## src/rtl/mips_fetch_pkg.sv

```systemverilog
// Shared encodings for the fetch stage: control-type codes driven by mips_decode,
// fetch FSM states, and target-address helpers.
package mips_fetch_pkg;

  typedef logic [1:0] ctrl_type_t;

  // Must match the control_type encoding produced by mips_decode.
  localparam ctrl_type_t CT_SEQ    = 2'd0;
  localparam ctrl_type_t CT_BRANCH = 2'd1;
  localparam ctrl_type_t CT_J      = 2'd2;
  localparam ctrl_type_t CT_JR     = 2'd3;

  localparam logic [1:0] ST_START = 2'd0;
  localparam logic [1:0] ST_FETCH = 2'd1;
  localparam logic [1:0] ST_HOLD  = 2'd2;

  function automatic logic [31:0] branch_offset(input logic [15:0] imm);
    return {{14{imm[15]}}, imm, 2'b00};
  endfunction

  function automatic logic [31:0] jump_target(input logic [3:0] region, input logic [25:0] index);
    return {region, index, 2'b00};
  endfunction

endpackage

```

## src/rtl/mips_next_pc.sv

```systemverilog
// Combinational next-PC selection for a retiring instruction; flags any
// redirect to the exception vector.
module mips_next_pc
  import mips_fetch_pkg::*;
#(
  parameter logic [31:0] EXC_VECTOR = 32'h80000180
) (
  // Low 26 bits of the held instruction; the opcode field never affects the target.
  input  logic [25:0] inst,
  input  logic [31:0] pc4,
  input  ctrl_type_t  control_type,
  input  logic        except,
  input  logic [31:0] rs_data,
  output logic [31:0] next_pc,
  output logic        to_exc
);

  always_comb begin
    next_pc = pc4;
    to_exc  = 1'b0;
    if (except) begin
      next_pc = EXC_VECTOR;
      to_exc  = 1'b1;
    end else begin
      case (control_type)
        CT_JR: begin
          // A misaligned register target traps rather than fetching off-word.
          if (rs_data[1:0] != 2'b00) begin
            next_pc = EXC_VECTOR;
            to_exc  = 1'b1;
          end else begin
            next_pc = rs_data;
          end
        end
        CT_J:      next_pc = jump_target(pc4[31:28], inst[25:0]);
        CT_BRANCH: next_pc = pc4 + branch_offset(inst[15:0]);
        CT_SEQ:    next_pc = pc4;
        default:   next_pc = pc4;
      endcase
    end
  end

endmodule

```

## src/rtl/mips_fetch.sv

```systemverilog
// Instruction-fetch stage: owns the PC, fetches over a req/ack handshake, holds the
// instruction for mips_decode and steers the PC when the datapath consumes it.
module mips_fetch
  import mips_fetch_pkg::*;
#(
  parameter logic [31:0] RESET_PC   = 32'h00400000,
  parameter logic [31:0] EXC_VECTOR = 32'h80000180
) (
  input  logic        clock,
  input  logic        reset,
  output logic        imem_req,
  output logic [31:0] imem_addr,
  input  logic        imem_ack,
  input  logic [31:0] imem_rdata,
  output logic        inst_valid,
  output logic [31:0] inst,
  output logic [31:0] inst_pc,
  output logic [31:0] pc4,
  output logic [5:0]  opcode,
  output logic [5:0]  funct,
  input  ctrl_type_t  control_type,
  input  logic        except,
  input  logic [31:0] rs_data,
  input  logic        consume,
  output logic        exc_taken,
  output logic [31:0] retired
);

  logic [1:0]  state_reg;
  logic [31:0] pc_reg;
  logic        imem_req_reg;
  logic        inst_valid_reg;
  logic [31:0] inst_reg;
  logic [31:0] inst_pc_reg;
  logic        exc_taken_reg;
  logic [31:0] retired_reg;

  logic [31:0] pc4_next;
  logic [31:0] next_pc;
  logic        to_exc;

  assign pc4_next = inst_pc_reg + 32'd4;

  mips_next_pc #(
    .EXC_VECTOR (EXC_VECTOR)
  ) u_next_pc (
    .inst         (inst_reg[25:0]),
    .pc4          (pc4_next),
    .control_type (control_type),
    .except       (except),
    .rs_data      (rs_data),
    .next_pc      (next_pc),
    .to_exc       (to_exc)
  );

  always_ff @(posedge clock or negedge reset) begin
    if (!reset) begin
      state_reg      <= ST_START;
      pc_reg         <= RESET_PC;
      imem_req_reg   <= 1'b0;
      inst_valid_reg <= 1'b0;
      inst_reg       <= 32'd0;
      inst_pc_reg    <= RESET_PC;
      exc_taken_reg  <= 1'b0;
      retired_reg    <= 32'd0;
    end else begin
      exc_taken_reg <= 1'b0;
      case (state_reg)
        // One idle cycle after reset so a stale ack can never be captured.
        ST_START: begin
          imem_req_reg <= 1'b1;
          state_reg    <= ST_FETCH;
        end
        ST_FETCH: begin
          if (imem_ack) begin
            inst_reg       <= imem_rdata;
            inst_pc_reg    <= pc_reg;
            inst_valid_reg <= 1'b1;
            imem_req_reg   <= 1'b0;
            state_reg      <= ST_HOLD;
          end
        end
        ST_HOLD: begin
          if (consume) begin
            pc_reg         <= next_pc;
            inst_valid_reg <= 1'b0;
            imem_req_reg   <= 1'b1;
            retired_reg    <= retired_reg + 32'd1;
            exc_taken_reg  <= to_exc;
            state_reg      <= ST_FETCH;
          end
        end
        default: begin
          imem_req_reg   <= 1'b0;
          inst_valid_reg <= 1'b0;
          state_reg      <= ST_START;
        end
      endcase
    end
  end

  assign imem_req   = imem_req_reg;
  assign imem_addr  = pc_reg;
  assign inst_valid = inst_valid_reg;
  assign inst       = inst_reg;
  assign inst_pc    = inst_pc_reg;
  assign pc4        = pc4_next;
  assign opcode     = inst_reg[31:26];
  assign funct      = inst_reg[5:0];
  assign exc_taken  = exc_taken_reg;
  assign retired    = retired_reg;

endmodule

```

## config.mk

```make
export PLATFORM = sky130hd
export DESIGN_NAME = mips_fetch
export DESIGN_NICKNAME = d
export VERILOG_FILES = /design/src/rtl/mips_fetch_pkg.sv /design/src/rtl/mips_next_pc.sv /design/src/rtl/mips_fetch.sv
export SDC_FILE = /design/constraint.sdc
export NUM_CORES = 1
export LEC_CHECK = 0
export ABC_AREA = 1
export CAP_MARGIN = 5
export CORE_UTILIZATION = 55
export CTS_BUF_LIST = sky130_fd_sc_hd__clkbuf_4
export CTS_CLUSTER_SIZE = 10
export DETAILED_ROUTE_END_ITERATION = 12
export PLACE_DENSITY = 0.9
export RECOVER_POWER = 100
export SETUP_SLACK_MARGIN = 0.2
export SLEW_MARGIN = 40
export SYNTH_ARGS = -nofsm -noshare
export SYNTH_HDL_FRONTEND = slang
export SYNTH_HIERARCHICAL = 1
export SYNTH_SLANG_ARGS = --single-unit
```

## constraint.sdc

```tcl
create_clock -name clock -period 3.9 [get_ports clock]
set_input_delay 0.78 -clock clock [delete_from_list [all_inputs] [get_ports clock]]
set_output_delay 0.78 -clock clock [all_outputs]
set_load 0.005 [all_outputs]
```

**After elaboration in Yosys (flattened, before gate mapping)**

Cells that the tools add are included.

- Word-level logic and storage cells: 43
- Input port bits: 71
- Output and inout bits: 175
- Flip-flop bits (word level): 133

- Multiplexer cells: 17
- Add/subtract/negate cells: 3
- Reductions and logical operators: 7
- Bitwise logic cells: 1
- Eq/ne operators: 7

Operator list:

| operator | number |
|---|---|
| case mux 32 bit (4 select lines) | 1 |
| two-way mux 32 bit | 2 |
| adder 32 x 1 -> 32 bit, second input constant | 1 |
| adder 32 x 3 -> 32 bit, second input constant | 1 |
| adder 32 bit | 1 |
| two-way mux 1 bit | 9 |
| == test 2 bit, second input constant | 3 |
| case mux 1 bit (3 select lines) | 2 |
| case mux 2 bit (3 select lines) | 1 |
| AND reduction 2 bit | 3 |
| == test 2 x 1 -> 1 bit, second input constant | 2 |
| zero test 2 bit | 2 |
| two-way mux 2 bit | 2 |
| inequality test 2 bit, second input constant | 2 |
| AND reduction 3 bit | 1 |
| nonzero test 2 bit | 1 |
| inverter 1 bit | 1 |

**Logic depth before layout (Yosys ltp)**

Gate-level depths: netlist of the first run.

- Word-level depth: 6
- Gate-level depth with buffers: 22
- Mapped depth without buffers: 22

**By module**

Netlist of the first run, hierarchy kept.

By module, submodules not included:

| module | cells each | area an instance (um^2) | times used | sequential area each (um^2) |
|---|---|---|---|---|
| mips_fetch | 741 | 6,401.1 | 1 | 3,305.7 |
| mips_next_pc | 641 | 3,176.8 | 1 | 0.0 |

**Least setup slack after synthesis of the first run**

OpenSTA, ideal clock, no wires.

- Path type: register to register
- Start: register inst_pc_reg[2] (netlist: inst_pc[2])
- End: register pc_reg[31] (netlist: imem_addr[31])
- Data arrival time: 2,604 ps
- Cell stages (with the launch flop): 20
- Period minus slack after synthesis: 2,734 ps
- Setup slack: 1,166 ps
- Library setup time: 130 ps
- Required time: 3,770 ps
- Buffers on the path: 0
- Cells stage by stage: dfrtp_1 -> ha_1 -> nand3_1 -> inv_1 -> nand2_1 -> nor2_1 -> xor2_1 -> ha_1 -> nand2_1 -> inv_1 -> nand2_2 -> inv_1 -> a21oi_1 -> nand2_1 -> nand3b_1 -> nand3b_1 -> nand3_1 -> nand2_1 -> nand2_1 -> o21ai_0

- Word-level cells in the longest chain between the ends: 4

Ends and longest elaborated chain:

| item | RTL line | RTL |
|---|---|---|
| start, declared | mips_fetch.sv:34 | `logic [31:0] inst_pc_reg;` |
| start signal, assigned | mips_fetch.sv:77 | `inst_pc_reg <= pc_reg;` |
| adder 32 x 3 -> 32 bit | mips_fetch.sv:42 | `assign pc4_next = inst_pc_reg + 32'd4;` |
| named net pc4[12] | mips_fetch.sv:18 | `output logic [31:0] pc4,` |
| adder 32 bit | mips_next_pc.sv:36 | `CT_BRANCH: next_pc = pc4 + branch_offset(inst[15:0]);` |
| case mux 32 bit (4 select lines) | mips_next_pc.sv:25 | `case (control_type)` |
| two-way mux 32 bit | mips_next_pc.sv:21 | `if (except) begin` |
| named net next_pc[31] | mips_fetch.sv:39 | `logic [31:0] next_pc;` |
| end signal, assigned | mips_fetch.sv:85 | `pc_reg <= next_pc;` |
| end, declared | mips_fetch.sv:30 | `logic [31:0] pc_reg;` |

The timed path passes the listed nets, and every way through them passes these cells.
A chain may end at the register's enable or synchronous reset.

**Worst setup path after layout of the first run**

- Start: register inst_pc_reg[2] (netlist: inst_pc[2])
- End: output port pc4[8]

- Word-level cells in the longest chain between the ends: 1

Ends and longest elaborated chain:

| item | RTL line |
|---|---|
| adder 32 x 3 -> 32 bit | mips_fetch.sv:42 |
| end, declared | mips_fetch.sv:18 |

Every way passes these cells.

==> metrics.yaml, run 1 <==
path_depth: 5
io_pins: 246
failed_checks: "capacitance limit, slew limit"
fin_util_pct: 74.2
wl_met2_mm: 16.7
areaGrowthSynthToFinish_pct: 30.3
ys.flop_type: "dfrtp_1"
numCtsBuffers: 17
grt.total_usage_pct: 41.4
crit_start: "inst_pc[2]"
fmaxAchievable_mhz: 265
synth_cell_types: 43
hold_viol: 0
syn-cell-area_um2: 9580
final_common_cell: "nand2_1"
critPathKind: "flip-flop to output pin"
outcome: "finished, violations left"
hold_class: "flip-flop to flip-flop"
postLayoutCellArea_um2: 12500
cap_violations: 3
dieArea_um2: 17900
p_leak_nw: 6.18
synth_largest_area_cell: "dfrtp_1"
dr.pass1.iters: 5
die_w_um: 134
fillers: 1345
worstPathMaxFanout: 4
cts.sinks: 132
postSynthCellCount: 1382
cpLargestDelayFamily: "buffers and inverters"
period_needed_ps: 3780
max_slew_margin_pct: -20.1
slew_violations: 133
final_cell_mix: "nand2_1, inv_1, dlygate4sd3_1"
end_kind: "output pin"
synthArstFlopShare_pct: 100
cts.clk_slew.worst_paths_ps: 120
whs_ps: 518
vias: 10700
start_kind: "flip-flop"
grt_pass1_wl_mm: 56.1
synth_top_area_share_pct: 34.0
insertion_delay_ps: 590
portBuffers: 245
synth_edf_count: 0
fin_nets: 1723
grt_antenna_before_repair: 1
setup_viol: 0
wl_met3_mm: 3.68
h-tree-depth: 4
synth_area_leaders: "dfrtp_1, nand2_1, inv_1"
yosysWarnings: 6
syn_area_per_cell_um2: 6.93
ir_drop_mv: 0.526
slowest_delay_ps: 690
place.gp.congestion: 1.05
worstMarginPinSlew_ps: 1800
grt_pass1_vias: 10200
drt_iter0_markers: 1010
placed_area_um2: 12200
wl_met1_mm: 13.8
vias_per_cell: 5.76
r2r_end: "imem_addr[18]"
rows: 47
wl_mm: 36.3
crit_slowest_cell: "dlygate4sd3_1"
routedWlPerCell_um: 19.6
clockBufferDepth: 2
cp.required_ps: 3120
rr_startpoint: "inst_pc[2]"
cp.arrival_ps: 3000
top_layer: "met4"
grt-ovfl-total: 0
setup_tns_ps: 0
crit_path_cell_trace: "ha_2 > nand3_2 > nor2_1 > xor2_1 > dlygate4sd3_1"
synth_nets: 1485
cts-root-buf: "clkbuf_4"
ys_seq_area_share_pct: 34.5
drc: 0
fin_skew_ps: 24.6
critPathBufInv: 1
crit_path_end: "pc4[8]"
grt_start_max_net_pins: 100
fp.dieH_um: 134
dpl.hpwl_mm: 28.0
rr_worst_depth: 18
r2r_slack_ps: 140
core_um2: 16800
ant_nets: 0
min_path_cells: 2
start_util_pct: 56.9
cts_tree: "done"
cellPowerDensity_nw_per_um2: 760
rsz0062_at_grt: "yes"
min_period_over_period_pct: 96.9
drive_gt1_share_pct: 9.31
ys_ff_latch: 132
## report_power, final
group          leakage [nW]  switching (mW)  total, mW  internal, mW
sequential             1.68           0.649       2.51          1.86
clock                 0.175           0.601       1.13         0.525
combinational          4.32            3.42       5.85          2.43
total                  6.18            4.67       9.49          4.82
## worst reg2reg max path, stage by stage (launching register included)
cell     delay, ps
dfrtp_1        440
ha_2           290
nand3_2        160
nor2_1         380
xor2_1         480
ha_1           390
nand2_1        150
inv_1           50
nand2_1         60
nand2_1        120
inv_1           80
nand2_1        140
nand3_1        150
nand2_1         70
nand2_1         50
nand3_1        100
a21oi_1        370
nand2_1        100
o21ai_0        110
## metrics by stage
stage               power, mW  setup WS (ps)  cells
finish                   9.49            122   1854
global route             10.1           94.4   1854
CTS                      9.66            201   1851
detailed placement       8.48           82.1   1817
global placement         8.38            114   1817
floorplan                5.76           1170   1382
## final cells by class
| type | count | area, µm² | share of cell area, % |
|---|---|---|---|
| Clock inverter | 14 | 200 | 1.60 |
| Multi-Input combinational cell | 1021 | 5280 | 42.3 |
| Timing Repair Buffer | 265 | 2590 | 20.8 |
| Clock buffer | 18 | 135 | 1.08 |
| Tap cell | 220 | 275 | 2.21 |
| Sequential cell | 132 | 3310 | 26.5 |
| Antenna cell | 1 | 2.50 | 0.0200 |
| Inverter | 183 | 687 | 5.50 |
## layer usage
layer  vias up  global-route usage (%)
met5         -                       0
met4         0                    25.8
met2       699                    65.3
met1      4987                    51.1
met3       125                    9.71
li1       4863                       -
## what timing repair did
item	CTS	global route
pin swaps	1	2
setup endpoints to repair	15	26
buffers inserted	2	1
resized for setup	7	15
endpoints found under the hold margin	0	0
hold buffers	0	0
## worst min-delay path by stage
| stage | from | to |
|---|---|---|
| CTS | reset | inst[18] |
| global route | imem_addr[22] | imem_addr[22] |
| finish | inst_valid | inst_valid |
| floorplan | inst_valid | inst_valid |
| global placement | inst_valid | inst_valid |
| detailed placement | inst_valid | inst_valid |
## synth_stat cells (3+ instances only)
master,instances
nor2_2,13
o22ai_1,3
nand3_2,8
nor3_1,17
nor2_1,138
nand2_1,426
inv_2,16
nor3_2,4
ha_1,31
mux2_2,34
buf_2,14
nand2_2,17
dfrtp_1,130
nand3b_1,16
clkbuf_1,9
inv_1,166
xor2_1,22
a31oi_1,7
xnor2_1,14
nor2_4,8
nand3_1,70
a21oi_1,70
o21ai_0,83
nand4_1,17
a21oi_2,5
buf_4,20
## cells by family after synthesis
family,Yosys count,share of synthesized area (%)
flip-flops,132,34.5
multiplexers,34,4.00
AO/OA/AOI/OAI,175,9.72
buffers and inverters,229,10.1
adder cells (fa/ha/maj),32,4.26
XOR/XNOR,36,3.29
AND/OR/NAND/NOR,744,34.1
No activity file was read; power rests on OpenSTA's default activity.
==> run 2: changes to the inputs <==
--- a/config.mk
+++ b/config.mk
@@ -6,7 +6,7 @@
 export NUM_CORES = 1
 export LEC_CHECK = 0
 export ABC_AREA = 1
-export CAP_MARGIN = 5
+export CAP_MARGIN = 20
 export CORE_UTILIZATION = 55
 export CTS_BUF_LIST = sky130_fd_sc_hd__clkbuf_4
 export CTS_CLUSTER_SIZE = 10
==> results of run 2 <==
No change in the layout: final DEF, timing and power equal those of run 1.
==> run 3: changes to the inputs <==
--- a/config.mk
+++ b/config.mk
@@ -14,8 +14,10 @@
 export PLACE_DENSITY = 0.9
 export RECOVER_POWER = 100
 export SETUP_SLACK_MARGIN = 0.2
+export SKIP_CTS_REPAIR_TIMING = 1
 export SLEW_MARGIN = 40
 export SYNTH_ARGS = -nofsm -noshare
 export SYNTH_HDL_FRONTEND = slang
 export SYNTH_HIERARCHICAL = 1
 export SYNTH_SLANG_ARGS = --single-unit
+export TNS_END_PERCENT = 10
==> run 3 against run 2 <==
The flow still finishes with violations (capacitance limit, slew limit). Combinational power grew 0.9%. Fmax is 1.2% higher. Design area hardly changed. Critical endpoint unchanged. Largest power group unchanged.
==> metrics.yaml, run 3 (synthesis results as in run 1) <==
start_util_pct: 56.9  # unchanged
crit_slowest_cell: "clkdlybuf4s50_1"  # was dlygate4sd3_1
slew_violations: 133  # unchanged
dieArea_um2: 17900  # unchanged
ant_nets: 0  # unchanged
critPathBufInv: 1  # unchanged
cts.clk_slew.worst_paths_ps: 120  # about the same
final_cell_mix: "nand2_1, inv_1, dlygate4sd3_1"  # unchanged
cts_tree: "done"  # unchanged
clockBufferDepth: 2  # unchanged
min_period_over_period_pct: 95.7  # was 96.9%
start_kind: "flip-flop"  # unchanged
grt_pass1_vias: 10200  # about the same
vias: 10700  # about the same
outcome: "finished, violations left"  # unchanged
h-tree-depth: 4  # unchanged
grt_start_max_net_pins: 100  # unchanged
final_common_cell: "nand2_1"  # unchanged
grt_pass1_wl_mm: 56.1  # about the same
drive_gt1_share_pct: 9.57  # was 9.31%
cts.sinks: 132  # unchanged
grt_antenna_before_repair: 1  # unchanged
rows: 47  # unchanged
worstMarginPinSlew_ps: 1790  # was 1800 ps
fillers: 1333  # was 1,345
dpl.hpwl_mm: 28.0  # unchanged
grt.total_usage_pct: 41.3  # was 41.4%
failed_checks: "capacitance limit, slew limit"  # unchanged
cap_violations: 3  # unchanged
areaGrowthSynthToFinish_pct: 30.4  # was 30.3%
drt_iter0_markers: 1265  # was 1,010
max_slew_margin_pct: -19.6  # was -20.1%
rsz0062_at_grt: "yes"  # unchanged
cp.arrival_ps: 2950  # was 3000 ps
die_w_um: 134  # unchanged
fp.dieH_um: 134  # unchanged
end_kind: "output pin"  # unchanged
postLayoutCellArea_um2: 12500  # about the same
grt-ovfl-total: 0  # unchanged
placed_area_um2: 12200  # unchanged
total_power_mw: 9.55  # was 9.49 mW
period_needed_ps: 3730  # was 3780 ps
cp.required_ps: 3120  # about the same
fin_skew_ps: 25.7  # was 24.6 ps
drc: 0  # unchanged
multiInputGateArea_um2: 5310  # was 5280 µm²
ff_latch_area_um2: 3310  # about the same
place.gp.congestion: 1.05  # unchanged
layout_setup_ws_ps: 167  # was 122 ps
core_um2: 16800  # unchanged
cpLargestDelayFamily: "buffers and inverters"  # unchanged
fin_nets: 1720  # was 1,723
io_pins: 246  # unchanged
insertion_delay_ps: 590  # about the same
vias_per_cell: 5.79  # was 5.76
hold_class: "flip-flop to flip-flop"  # unchanged
portBuffers: 245  # unchanged
ir_drop_mv: 0.527  # was 0.526 mV
worstPathMaxFanout: 4  # unchanged
setup_viol: 0  # unchanged
routedWlPerCell_um: 19.7  # was 19.6 µm
slowest_delay_ps: 640  # was 690 ps
cellPowerDensity_nw_per_um2: 764  # was 760 nW/µm²
dr.pass1.iters: 6  # was 5
wl_mm: 36.5  # was 36.3 mm
cts-root-buf: "clkbuf_4"  # unchanged
fmaxAchievable_mhz: 268  # was 265 MHz
critPathKind: "flip-flop to output pin"  # unchanged
hold_viol: 0  # unchanged
numCtsBuffers: 17  # unchanged
place_ws_ps: 82.1  # unchanged
crit_path_cell_trace: "ha_2 > nand3_2 > nor2_1 > xor2_1 > clkdlybuf4s50_1"  # was ha_2 > nand3_2 > nor2_1 > xor2_1 > dlygate4sd3_1
p_leak_nw: 6.14  # was 6.18 nW
[run 3: cell types whose count changed in the layout (fill, tap and decap cells not counted), sizes merged]
cell           change
clkbuf             -2
dlygate4sd3       -15
clkdlybuf4s50     +15
buf                -1
[run 3: worst register-to-register path, delay by kind of cell (launching register included)]
family / cells / cell delay (ps)
buffers and inverters: 2 / 120
adders and majority gates: 2 / 680
xor gates and xnor gates: 1 / 490
AOI/OAI and AO/OA: 2 / 490
DFF: 1 / 420
and+or+nand+nor: 11 / 1450
[run 3: worst paths after layout]
check	startpoint	endpoint	slack [ps]	cells after the start
worst max-delay path	inst_pc[2]	pc4[8]	170	5
worst min-delay path	inst_valid	inst_valid	520	2
worst max register to register	inst_pc[2]	imem_addr[18]	170	18
worst min register to register	inst_valid	inst_valid	520	2
max in group asynchronous	reset	retired[27]	700	2
min in group asynchronous	reset	inst[15]	640	1
[run 3: routing by layer]
| metal | up-vias | track usage (%) | wire length (µm) |
|---|---|---|---|
| met5 | - | 0 | 0 |
| met4 | 0 | 25.7 | 2310 |
| met3 | 139 | 8.77 | 3590 |
| met2 | 734 | 65.4 | 16600 |
| met1 | 4984 | 51.6 | 13900 |
| li1 | 4853 | - | - |
[run 3: metrics by stage]
step | hold WS (ps) | cells | TNS (ps) | utilization [%]
CTS | 227 | 1849 | -158 | 74.5
global placement | 470 | 1817 | 0 | 72.5
detailed placement | 494 | 1817 | 0 | 72.5
global route | 547 | 1851 | 0 | 74.3
finish | 518 | 1851 | 0 | 74.3
floorplan | 464 | 1382 | 0 | -
[run 3: final cells by class]
type,instances,share of cell area [%]
flip-flops and latches,132,26.5
diodes,1,0.0200
clock buffers,18,1.08
well taps,220,2.20
clock inverters,14,1.60
repair buffers,262,20.6
multi-input cells,1021,42.5
inverters,183,5.50
[run 3: where the power goes]
part | internal [mW] | switching (mW)
registers | 1.86 | 0.653
logic | 2.46 | 3.44
clock network | 0.525 | 0.603
